## src/rtl/pool_pkg.sv

```systemverilog
`timescale 1ns/1ps
`default_nettype none
// ============================================================================
// Module   : pool_pkg
// Purpose  : Shared types and constants for the pooling stage.
//            FSM state encoding, pooling-window encoding, accumulator sizing
//            and a helper that turns a window code into a row/column count.
// Ports    : (package - none)
// Revision : 1.0  initial release
// ============================================================================
package pool_pkg;

  // Group-tracking FSM states.
  typedef enum logic [1:0] {
    ST_IDLE  = 2'd0,
    ST_ACCUM = 2'd1,
    ST_EMIT  = 2'd2
  } pool_state_e;

  // pool_window encodings.
  localparam logic [1:0] WIN_1    = 2'b00;
  localparam logic [1:0] WIN_2    = 2'b01;
  localparam logic [1:0] WIN_4    = 2'b10;
  localparam logic [1:0] WIN_RSVD = 2'b11;

  // Default element width and accumulator guard bits. Four guard bits hold
  // the sum of up to 16 elements (4 rows x 4 lanes) without overflow.
  localparam int POOL_DWIDTH = 8;
  localparam int ACC_GUARD   = 4;
  localparam int ACC_WIDTH   = POOL_DWIDTH + ACC_GUARD;

  // Window size W for a window code; the reserved code behaves as W=1.
  function automatic logic [2:0] win_rows(input logic [1:0] win);
    case (win)
      WIN_2:           return 3'd2;
      WIN_4:           return 3'd4;
      WIN_1, WIN_RSVD: return 3'd1;
      default:         return 3'd1;
    endcase
  endfunction

endpackage : pool_pkg
`default_nettype wire

```

## src/rtl/pool_lane_reduce.sv

```systemverilog
`timescale 1ns/1ps
`default_nettype none
// ============================================================================
// Module   : pool_lane_reduce
// Purpose  : Horizontal reduction of four adjacent accumulator lanes.
//            A two-level max/sum tree: the first level yields two W=2
//            results (lanes 0/1 and 2/3), the second level combines them
//            into the W=4 result. Averages are an arithmetic right shift by
//            log2(W*W), so they round toward minus infinity.
// Ports    : pool_select  0 = max, 1 = average
//            acc_lanes    four accumulator lanes, lane i at [i*AWIDTH +: AWIDTH]
//            lane_valid   accumulated validity bit for each of the four lanes
//            pair_data    two W=2 results, pair k at [k*DWIDTH +: DWIDTH]
//            pair_valid   validity of each W=2 result
//            quad_data    W=4 result
//            quad_valid   validity of the W=4 result
// Revision : 1.0  initial release
// ============================================================================
module pool_lane_reduce
  import pool_pkg::*;
#(
  parameter int DWIDTH = POOL_DWIDTH,
  parameter int AWIDTH = ACC_WIDTH
) (
  input  logic                  pool_select,
  input  logic [4*AWIDTH-1:0]   acc_lanes,
  input  logic [3:0]            lane_valid,
  output logic [2*DWIDTH-1:0]   pair_data,
  output logic [1:0]            pair_valid,
  output logic [DWIDTH-1:0]     quad_data,
  output logic                  quad_valid
);

  // Two extra bits of headroom for the cross-lane sum.
  localparam int SW         = AWIDTH + 2;
  localparam int PAIR_SHIFT = 2;  // log2(2*2)
  localparam int QUAD_SHIFT = 4;  // log2(4*4)

  logic signed [SW-1:0] ext [4];
  logic signed [SW-1:0] max_lo, max_hi, max_q;
  logic signed [SW-1:0] sum_lo, sum_hi, sum_q;
  logic signed [SW-1:0] avg_lo, avg_hi, avg_q;
  logic signed [SW-1:0] res_lo, res_hi, res_q;

  always_comb begin
    for (int i = 0; i < 4; i++) begin
      ext[i] = {{2{acc_lanes[i*AWIDTH + AWIDTH - 1]}}, acc_lanes[i*AWIDTH +: AWIDTH]};
    end
  end

  // First level: adjacent pairs.
  assign max_lo = (ext[0] > ext[1]) ? ext[0] : ext[1];
  assign max_hi = (ext[2] > ext[3]) ? ext[2] : ext[3];
  assign sum_lo = ext[0] + ext[1];
  assign sum_hi = ext[2] + ext[3];

  // Second level: combine the pairs.
  assign max_q  = (max_lo > max_hi) ? max_lo : max_hi;
  assign sum_q  = sum_lo + sum_hi;

  assign avg_lo = sum_lo >>> PAIR_SHIFT;
  assign avg_hi = sum_hi >>> PAIR_SHIFT;
  assign avg_q  = sum_q  >>> QUAD_SHIFT;

  assign res_lo = pool_select ? avg_lo : max_lo;
  assign res_hi = pool_select ? avg_hi : max_hi;
  assign res_q  = pool_select ? avg_q  : max_q;

  // A window with any invalid contributor is invalid and outputs zero.
  assign pair_valid[0] = lane_valid[0] & lane_valid[1];
  assign pair_valid[1] = lane_valid[2] & lane_valid[3];
  assign quad_valid    = &lane_valid;

  // The results are in element range, so truncation keeps the value.
  assign pair_data[DWIDTH-1:0]      = pair_valid[0] ? DWIDTH'(res_lo) : '0;
  assign pair_data[2*DWIDTH-1:DWIDTH] = pair_valid[1] ? DWIDTH'(res_hi) : '0;
  assign quad_data                  = quad_valid ? DWIDTH'(res_q) : '0;

endmodule : pool_lane_reduce
`default_nettype wire

```

## src/rtl/pool_unit.sv

```systemverilog
`timescale 1ns/1ps
`default_nettype none
// ============================================================================
// Module   : pool_unit
// Purpose  : WxW max/average pooling of the normalizer's vector stream.
//            Rows come from W consecutive beats, columns from W adjacent
//            lanes; results are compacted into the low output lanes.
//            With pooling disabled (or W=1) beats pass through one register.
// Ports    : clk                 clock, rising edge
//            resetn              asynchronous active-low reset
//            enable_pool         1 = pool, 0 = registered bypass
//            pool_select         0 = max, 1 = average
//            pool_window         00:W=1 01:W=2 10:W=4 11:W=1
//            in_data_available   input beat valid
//            inp_data            input vector, lane i at [i*DWIDTH +: DWIDTH]
//            validity_mask       per-lane valid bits of the beat
//            in_last             last beat of the tile
//            out_data            pooled or bypassed vector
//            out_data_available  one-cycle output strobe
//            out_validity_mask   per-lane valid bits of out_data
//            done_pool           strobe with the tile's final output
// Revision : 1.0  initial release
// ============================================================================
module pool_unit
  import pool_pkg::*;
#(
  parameter int DWIDTH      = POOL_DWIDTH,
  parameter int DESIGN_SIZE = 16,
  parameter int MASK_WIDTH  = DESIGN_SIZE
) (
  input  logic                          clk,
  input  logic                          resetn,
  input  logic                          enable_pool,
  input  logic                          pool_select,
  input  logic [1:0]                    pool_window,
  input  logic                          in_data_available,
  input  logic [DESIGN_SIZE*DWIDTH-1:0] inp_data,
  input  logic [MASK_WIDTH-1:0]         validity_mask,
  input  logic                          in_last,
  output logic [DESIGN_SIZE*DWIDTH-1:0] out_data,
  output logic                          out_data_available,
  output logic [MASK_WIDTH-1:0]         out_validity_mask,
  output logic                          done_pool
);

  localparam int AW  = DWIDTH + ACC_GUARD;
  localparam int NQ  = DESIGN_SIZE / 4;
  localparam int NP  = DESIGN_SIZE / 2;
  localparam int VW  = DESIGN_SIZE * DWIDTH;

  pool_state_e          state, state_nxt;
  logic                 first_row;

  logic                 cfg_enable, cfg_select;
  logic [1:0]           cfg_window;
  logic                 eff_enable, eff_select;
  logic [1:0]           eff_window;
  logic [2:0]           eff_rows;
  logic                 pooling, win4, complete;

  logic [2:0]           row_cnt, row_cnt_nxt;
  logic signed [AW-1:0] in_ext  [DESIGN_SIZE];
  logic signed [AW-1:0] acc     [DESIGN_SIZE];
  logic signed [AW-1:0] acc_nxt [DESIGN_SIZE];
  logic [MASK_WIDTH-1:0] mask_acc, mask_nxt;

  logic [NP*DWIDTH-1:0] pair_data_all;
  logic [NP-1:0]        pair_valid_all;
  logic [NQ*DWIDTH-1:0] quad_data_all;
  logic [NQ-1:0]        quad_valid_all;
  logic [VW-1:0]        pool_data;
  logic [MASK_WIDTH-1:0] pool_mask;

  // --------------------------------------------------------------------------
  // FSM: state register
  // --------------------------------------------------------------------------
  always_ff @(posedge clk or negedge resetn) begin
    if (!resetn) begin
      state <= ST_IDLE;
    end else begin
      state <= state_nxt;
    end
  end

  // --------------------------------------------------------------------------
  // FSM: next state. A beat in IDLE or EMIT opens a new group, so
  // back-to-back groups flow without bubbles.
  // --------------------------------------------------------------------------
  always_comb begin
    state_nxt = state;
    case (state)
      ST_IDLE, ST_ACCUM: begin
        if (in_data_available) begin
          state_nxt = complete ? ST_EMIT : ST_ACCUM;
        end
      end
      ST_EMIT: begin
        if (in_data_available) begin
          state_nxt = complete ? ST_EMIT : ST_ACCUM;
        end else begin
          state_nxt = ST_IDLE;
        end
      end
      default: state_nxt = ST_IDLE;
    endcase
  end

  // --------------------------------------------------------------------------
  // FSM: outputs. Any beat outside ACCUM is the first row of a group.
  // --------------------------------------------------------------------------
  always_comb begin
    first_row = 1'b1;
    if (state == ST_ACCUM) begin
      first_row = 1'b0;
    end
  end

  // --------------------------------------------------------------------------
  // Effective configuration: live inputs on a group's first beat, the
  // latched copy for the rest of the group.
  // --------------------------------------------------------------------------
  assign eff_enable  = first_row ? enable_pool : cfg_enable;
  assign eff_select  = first_row ? pool_select : cfg_select;
  assign eff_window  = first_row ? pool_window : cfg_window;
  assign eff_rows    = win_rows(eff_window);
  assign pooling     = eff_enable && (eff_rows != 3'd1);
  assign win4        = (eff_rows == 3'd4);

  assign row_cnt_nxt = first_row ? 3'd1 : row_cnt + 3'd1;

  // A group closes on its W-th row or on in_last; bypass closes every beat.
  assign complete    = in_data_available &&
                       (!pooling || in_last || (row_cnt_nxt == eff_rows));

  // --------------------------------------------------------------------------
  // Vertical accumulation. The next-state values feed the reducers directly
  // so the result registers on the edge that takes the closing beat.
  // --------------------------------------------------------------------------
  always_comb begin
    for (int i = 0; i < DESIGN_SIZE; i++) begin
      in_ext[i] = {{ACC_GUARD{inp_data[i*DWIDTH + DWIDTH - 1]}}, inp_data[i*DWIDTH +: DWIDTH]};
      if (first_row) begin
        acc_nxt[i] = in_ext[i];
      end else if (eff_select) begin
        acc_nxt[i] = acc[i] + in_ext[i];
      end else begin
        acc_nxt[i] = (in_ext[i] > acc[i]) ? in_ext[i] : acc[i];
      end
    end
    mask_nxt = first_row ? validity_mask : (mask_acc & validity_mask);
  end

  always_ff @(posedge clk or negedge resetn) begin
    if (!resetn) begin
      for (int i = 0; i < DESIGN_SIZE; i++) begin
        acc[i] <= '0;
      end
      mask_acc   <= '0;
      row_cnt    <= '0;
      cfg_enable <= 1'b0;
      cfg_select <= 1'b0;
      cfg_window <= WIN_1;
    end else if (in_data_available) begin
      for (int i = 0; i < DESIGN_SIZE; i++) begin
        acc[i] <= acc_nxt[i];
      end
      mask_acc <= mask_nxt;
      row_cnt  <= row_cnt_nxt;
      if (first_row) begin
        cfg_enable <= enable_pool;
        cfg_select <= pool_select;
        cfg_window <= pool_window;
      end
    end
  end

  // --------------------------------------------------------------------------
  // Horizontal reduction, one tree per group of four lanes.
  // --------------------------------------------------------------------------
  for (genvar q = 0; q < NQ; q++) begin : g_quad
    logic [4*AW-1:0] lanes;
    assign lanes = {acc_nxt[4*q+3], acc_nxt[4*q+2], acc_nxt[4*q+1], acc_nxt[4*q]};

    pool_lane_reduce #(
      .DWIDTH (DWIDTH),
      .AWIDTH (AW)
    ) u_reduce (
      .pool_select (eff_select),
      .acc_lanes   (lanes),
      .lane_valid  (mask_nxt[4*q +: 4]),
      .pair_data   (pair_data_all[q*2*DWIDTH +: 2*DWIDTH]),
      .pair_valid  (pair_valid_all[2*q +: 2]),
      .quad_data   (quad_data_all[q*DWIDTH +: DWIDTH]),
      .quad_valid  (quad_valid_all[q])
    );
  end

  // Compaction: output lane j takes pair j (W=2) or quad j (W=4); lanes
  // beyond DESIGN_SIZE/W are zero and invalid.
  for (genvar j = 0; j < DESIGN_SIZE; j++) begin : g_lane
    if (j < NQ) begin : g_low
      assign pool_data[j*DWIDTH +: DWIDTH] = win4 ? quad_data_all[j*DWIDTH +: DWIDTH]
                                                  : pair_data_all[j*DWIDTH +: DWIDTH];
      assign pool_mask[j] = win4 ? quad_valid_all[j] : pair_valid_all[j];
    end else if (j < NP) begin : g_mid
      assign pool_data[j*DWIDTH +: DWIDTH] = win4 ? '0 : pair_data_all[j*DWIDTH +: DWIDTH];
      assign pool_mask[j] = win4 ? 1'b0 : pair_valid_all[j];
    end else begin : g_high
      assign pool_data[j*DWIDTH +: DWIDTH] = '0;
      assign pool_mask[j] = 1'b0;
    end
  end

  // --------------------------------------------------------------------------
  // Output registers
  // --------------------------------------------------------------------------
  always_ff @(posedge clk or negedge resetn) begin
    if (!resetn) begin
      out_data           <= '0;
      out_validity_mask  <= '0;
      out_data_available <= 1'b0;
      done_pool          <= 1'b0;
    end else begin
      out_data_available <= complete;
      done_pool          <= complete & in_last;
      if (complete) begin
        out_data          <= pooling ? pool_data : inp_data;
        out_validity_mask <= pooling ? pool_mask : validity_mask;
      end
    end
  end

endmodule : pool_unit
`default_nettype wire

```

## config.mk

```make
export PLATFORM = sky130hd
export DESIGN_NAME = pool_unit
export DESIGN_NICKNAME = d
export VERILOG_FILES = /design/src/rtl/pool_pkg.sv /design/src/rtl/pool_lane_reduce.sv /design/src/rtl/pool_unit.sv
export SDC_FILE = /design/constraint.sdc
export NUM_CORES = 2
export LEC_CHECK = 0
export CORE_ASPECT_RATIO = 0.9
export CORE_MARGIN = 5
export CORE_UTILIZATION = 50
export CTS_CLUSTER_DIAMETER = 100
export CTS_CLUSTER_SIZE = 24
export DETAILED_ROUTE_END_ITERATION = 16
export MAX_ROUTING_LAYER = met4
export PLACE_DENSITY = 0.69
export SETUP_SLACK_MARGIN = 0.1
export SLEW_MARGIN = 30
export SYNTH_ARGS = -nofsm -noshare
export SYNTH_HDL_FRONTEND = slang
export SYNTH_SLANG_ARGS = --single-unit
```

## constraint.sdc

```tcl
create_clock -name clk -period 8.1 [get_ports clk]
set_clock_uncertainty 0.15 [all_clocks]
set_input_delay 1.62 -clock clk [delete_from_list [all_inputs] [get_ports clk]]
set_output_delay 1.62 -clock clk [all_outputs]
set_load 0.05 [all_outputs]
```

# Word-level counts from Yosys, hierarchy flattened
# Index checks and enable logic that the tools add are counted.
# word_totals
ff_bits	363
input_bits	152
# classes
bitwise_logic	10
n_eq_ne	9
mux	112
order_cmp	28
n_reduce_logical	13
add_sub_neg	29
# ops
cell	n
two-way mux 12 bit	48
two-way mux 8 bit	36
adder 12 x 8 -> 12 bit	16
> comparator 8 x 12 -> 1 bit	16
adder 12 bit	12
two-way mux 128 bit	1
two-way mux 14 bit	8
> comparator 12 bit	8
> comparator 14 bit	4
two-way mux 16 bit	2
bitwise AND 16 bit	1
AND reduction 4 bit	4
two-way mux 1 bit	10
bitwise AND 1 bit	9
one-hot mux 3 bit (3 select lines)	1
two-way mux 2 bit	4
equality test 2 bit (second input constant)	3
equality test 2 x 1 -> 1 bit (second input constant)	2
zero test 2 bit	2
one-hot mux 2 bit (2 select lines)	1
OR reduction 2 bit	2
adder 3 x 1 -> 3 bit (second input constant)	1
equality test 3 bit	1
equality test 3 bit (second input constant)	1
6 further kinds	8

# Logic depth before layout (Yosys ltp)
# depth
ltp_word	14
mapped_depth	32
ltp_nobuf	31

# Hierarchy
# From an unflattened synthesis, not the netlist that was laid out.
# unflattened
hier_cells	5736
hier_area_um2	44906.8
# by_module_without_submodules
mod	area_per_inst_um2	seq_area_each_um2	n_inst	cells_each
pool_unit	33020.4	9083.7	1	4113
pool_lane_reduce (g_quad[0].u_reduce ...)	2897.8	0.0	2	398
pool_lane_reduce (g_quad[2].u_reduce)	3126.7	0.0	1	428
pool_lane_reduce (g_quad[1].u_reduce)	2964.1	0.0	1	399

# Worst setup path before layout
# No wires, ideal clock.
# synth_timing
path_kind	input port to flip-flop
startpoint	input inp_data[7]
endpoint	register out_data[3]
setup_time_ps	78
stages	27
arrival_ps	7894
path_buffers	3
path_slack_ps	-22
path_cell_list	ha_1 -> a21o_1 -> a31oi_1 -> nand3_1 -> o31ai_2 -> or2_2 -> clkbuf_1 -> o22ai_1 -> a221oi_1 -> ha_1 -> nand2b_1 -> a21oi_1 -> nor2_1 -> o211ai_1 -> a311oi_1 -> or2_2 -> clkbuf_1 -> clkbuf_1 -> mux2_2 -> ha_1 -> or3b_2 -> a211o_1 -> o21ai_0 -> or2_2 -> nor3_1 -> a2111oi_0 -> o2bb2ai_1
# synth_lines
element	line_no	source
start: declaration	pool_unit.sv:37	input logic [DESIGN_SIZE*DWIDTH-1:0] inp_data,
end signal: assignment	pool_unit.sv:227	out_data <= pooling ? pool_data : inp_data;
end: declaration	pool_unit.sv:40	output logic [DESIGN_SIZE*DWIDTH-1:0] out_data,

==> results.env <==
CRITICAL_PATH_REQUIRED_TIME_NS=8.49
FRACTION_OF_POST_SYNTHESIS_CELL_AREA_IN_THE_TOP_CELL_TYPE_BY_AREA_PCT=20.8
MAX-SLEW-MARGIN-REL_PCT=28.7
CRIT_PATH_TOP_DELAY_CELL='clkdlybuf4s50_1'
GRT_ANTENNA_BEFORE_REPAIR=11
DESIGN.CORE.AREA_MM2=0.0863
FINAL_GP_CONGESTION=1.05
SYNTH_SEQ_CELLS=363
TRITONCTS='built'
CRIT_REG_REG_STARTPOINT='acc[168]'
CRIT_FANOUT=11
FINALCOREUTILIZATION_PCT=65.7
DETAILED_PLACE.AREA_MM2=0.0552
ROUTE.VIAS.TOTAL=47600
GRT_OVERFLOW_TOTAL=0
VIAS_PER_CELL=6.08
SYNTHESIS.AREA_PER_INSTANCE_UM2=7.94
DRT_TOTAL_WL_UM=180000
SYNTHCELLS=5492
POWER_FRAC_CLOCK_PCT=9.0
TRITONCTS.NUM_BUFFERS=28
NET_COUNT_OF_THE_FINISHED_LAYOUT=7473
CTS_HTREE_LEVELS=1
FILL_CELLS=7689
CTSLONGESTPATHBUFFERS=3
DRT_ITER0_MARKERS=4998
CP-END-KIND='flip-flop'
HOLDCRITPATHCLASS='reg2reg'
R2R.WORST_PATH.CELLS=31
GRT_SETUP_UNREPAIRED='false'
FINAL-MAX-SLEW-VIOLATION-COUNT=0
RUN_STATUS='complete, no violations'
CLK-INSERTION-DELAY-LATE_NS=0.66
FLOORPLAN.INITIALDENSITY_PCT=50.5
CP_SLOWEST_STAGE_DELAY_NS=0.46
P_LEAK_nW=27.2
TIMING.FINAL.CRIT_PERIOD_NS=7.78
SEQPWRFRAC_PCT=14.3
POWERDENSITY_mW_PER_MM2=332
LAYOUT-AREA-OVERHEAD-VS-SYNTH_PCT=30.0
GLOBALROUTETOTALUTIL_PCT=37.8
MIN-DELAY-START='out_data[84]'
CTS.SINKS=363
SEQ_AREA_FRAC_SYNTH_PCT=20.8
REGTOREGENDPOINT='out_data[7]'
DRCVIOLATIONCOUNT=0
POWER.COMBINATIONAL.FRACTION_PCT=76.7
HOLD-WORST-SLACK_NS=0.323
MOSTFREQUENTLAYOUTCELL='buf_4'
WL_PER_CELL_UM=22.9
FINALINSTANCEAREA_MM2=0.0567
BUFFER_PORTS.INSERTED=297
SYNTH-EDFF-COUNT=0
CRITICAL-PATH-TOP-DELAY-FAMILY='compound AO/OA/AOI/OAI gates'
WORSTSETUPPATHTYPE='in2reg'
PIN_COUNT_OF_THE_BIGGEST_NET_ENTERING_GLOBAL_ROUTING=165
WORSTSETUPSTARTPOINTTYPE='input pin'
TIMING.FMAX_GHz=0.129
MAX_CAP_VIOLATIONS=0
HPWLAFTERDP_UM=142000
CRIT_ARRIVAL_NS=8.17
DIE-HEIGHT_UM=290
SETUP_VIOL=0
ANTENNA_VIOLATING_NETS_POST_ROUTE=0
MULTIINPUTGATEAREA_MM2=0.0319
DIEWIDTH_UM=321
WHS_PATH_DEPTH=2
POSTSYNTHNETCOUNT=6311
CLK_ROOT_BUFFER_CELL='clkbuf_16'
LAYOUT-DRIVE-GT1-SHARE_PCT=20.3
SYNTH_LARGEST_AREA_CELL='dfrtp_1'
SYNTH-ASYNC-RESET-RATIO_PCT=100
PLACEMENTROWS=102
POSTCTSHOLDBUFS=0
P_INT_mW=9.43
DRTPASS1ITERATIONS=6
REGAREA_MM2=0.00909
YS_WARN_COUNT=0
PATH_BUF_INV=6
TIMING.SETUP.TNS_NS=0
LAYOUT_COMMON_CELLS='buf_4, ha_1, inv_1'
TIMING.FINAL.CRIT_SHARE_PCT=96.0
TIGHTEST_SLEW_NS=1.07
DIE_AREA_MM2=0.0932
GRT_PASS1_VIAS=45300
SWSHARE_PCT=50.0
REG2REG_SLACK_NS=1.34
VDD_IR_DROP_MAX_uV=249
NUM_IO_PINS=298
FIRST_PASS_GRT_WIRE_LENGTH_UM=273000
SYNTH_FF_TYPE='dfrtp_1'
CRIT_PATH_FREQUENT_CELL='buf_4'
SYNTH_CELL_TYPE_COUNT=113
PLACE_INST=7759
SWITCHINGPOWER_mW=9.41
FINAL-INSTANCE-COUNT-EXCL-FILL=7829
CRITICAL_PATH_CELL_COUNT=32
SYNTH.CELL_AREA_MM2=0.0436
MIN_TO='out_data[84]'
FINAL_HOLD_VIOL_COUNT=0
YOSYS-TOP-CELLS-AREA='dfrtp_1, ha_1, a21oi_1'
CTS.CLK_SLEW.WORST_PATHS_NS=0.11
-- repair_timing --
action                                  in CTS  in global routing
endpoints found under the setup margin       4                 31
gates resized for setup                      2                 78
setup buffers                                0                  9
pin swaps                                    0                 10
-- layer usage --
layer | global-route usage, % | share of wire (%) | up-vias
met2 | 56.1 | 43 | 2158
met5 | - | 0 | -
met4 | 8.98 | 3.1 | 0
li1 | - | - | 22200
met1 | 53.3 | 44 | 22900
met3 | 7.22 | 9.7 | 293
-- worst max path at each step --
stage	startpoint	endpoint	slack, ns
CTS	inp_data[95]	out_data[17]	0.13
floorplan	inp_data[7]	out_data[3]	0.15
detailed placement	inp_data[95]	out_data[21]	-0.68
global route	inp_data[95]	out_data[21]	0.05
global placement	inp_data[95]	out_data[17]	-0.64
finish	inp_data[8]	out_data[7]	0.32
-- state kept, by name, indices dropped and copies added, names as in the netlist --
register and flops:
acc 192, out_data 128, mask_acc 16, out_validity_mask 16
row_cnt 3, cfg_window 2, state 2, cfg_enable 1
cfg_select 1, done_pool 1, out_data_available 1
-- synth_stat cells, types with 87 or more instances --
library cell,number
nand2_1,441
dfrtp_1,363
clkbuf_1,145
nand2b_1,89
o21bai_1,87
nor2_1,396
a21oi_1,416
nor3_1,124
nand3_1,174
mux2i_1,93
inv_1,551
o21ai_0,306
ha_1,643
xnor2_1,147
-- worst min-delay path: cells and delay by family, from the launching register on --
kind / cells / cell delay, ns
and+or+nand+nor: 2 / 0.09
DFF: 1 / 0.35
-- cell families after synthesis --
family                   synth area share (%)
buffers and inverters                    7.00
AND/OR/NAND/NOR                          18.5
adder cells (fa/ha/maj)                  19.6
flip-flops                               20.8
XOR/XNOR                                 4.35
multiplexers                             3.98
AO/OA/AOI/OAI                            25.8
-- through the flow --
stage / setup slack, ns / total power [mW]
after detailed placement: -0.678 / 16.6
after floorplan: 0.150 / 10.6
after global routing: 0.0501 / 20.0
after global placement: -0.642 / 16.5
after CTS: 0.134 / 18.4
final: 0.320 / 18.8
-- final cells by class --
type	count	share of cell area (%)
well taps	1144	2.53
multi-input cells	4345	56.2
flip-flops and latches	363	16.0
repair buffers	1364	19.7
inverters	552	3.66
diodes	10	0.0442
clock buffers	29	1.28
clock inverters	22	0.552
-- power groups by stage --
stage / clock, mW / sequential [mW] / combinational, mW
finish: 1.70 / 2.70 / 14.4
CTS: 1.72 / 2.68 / 14.0
floorplan: 0 / 3.21 / 7.37
global placement: 0 / 2.70 / 13.8
detailed placement: 0 / 2.71 / 13.9
global route: 1.79 / 2.74 / 15.5
Power figures use the tool's default switching activity.
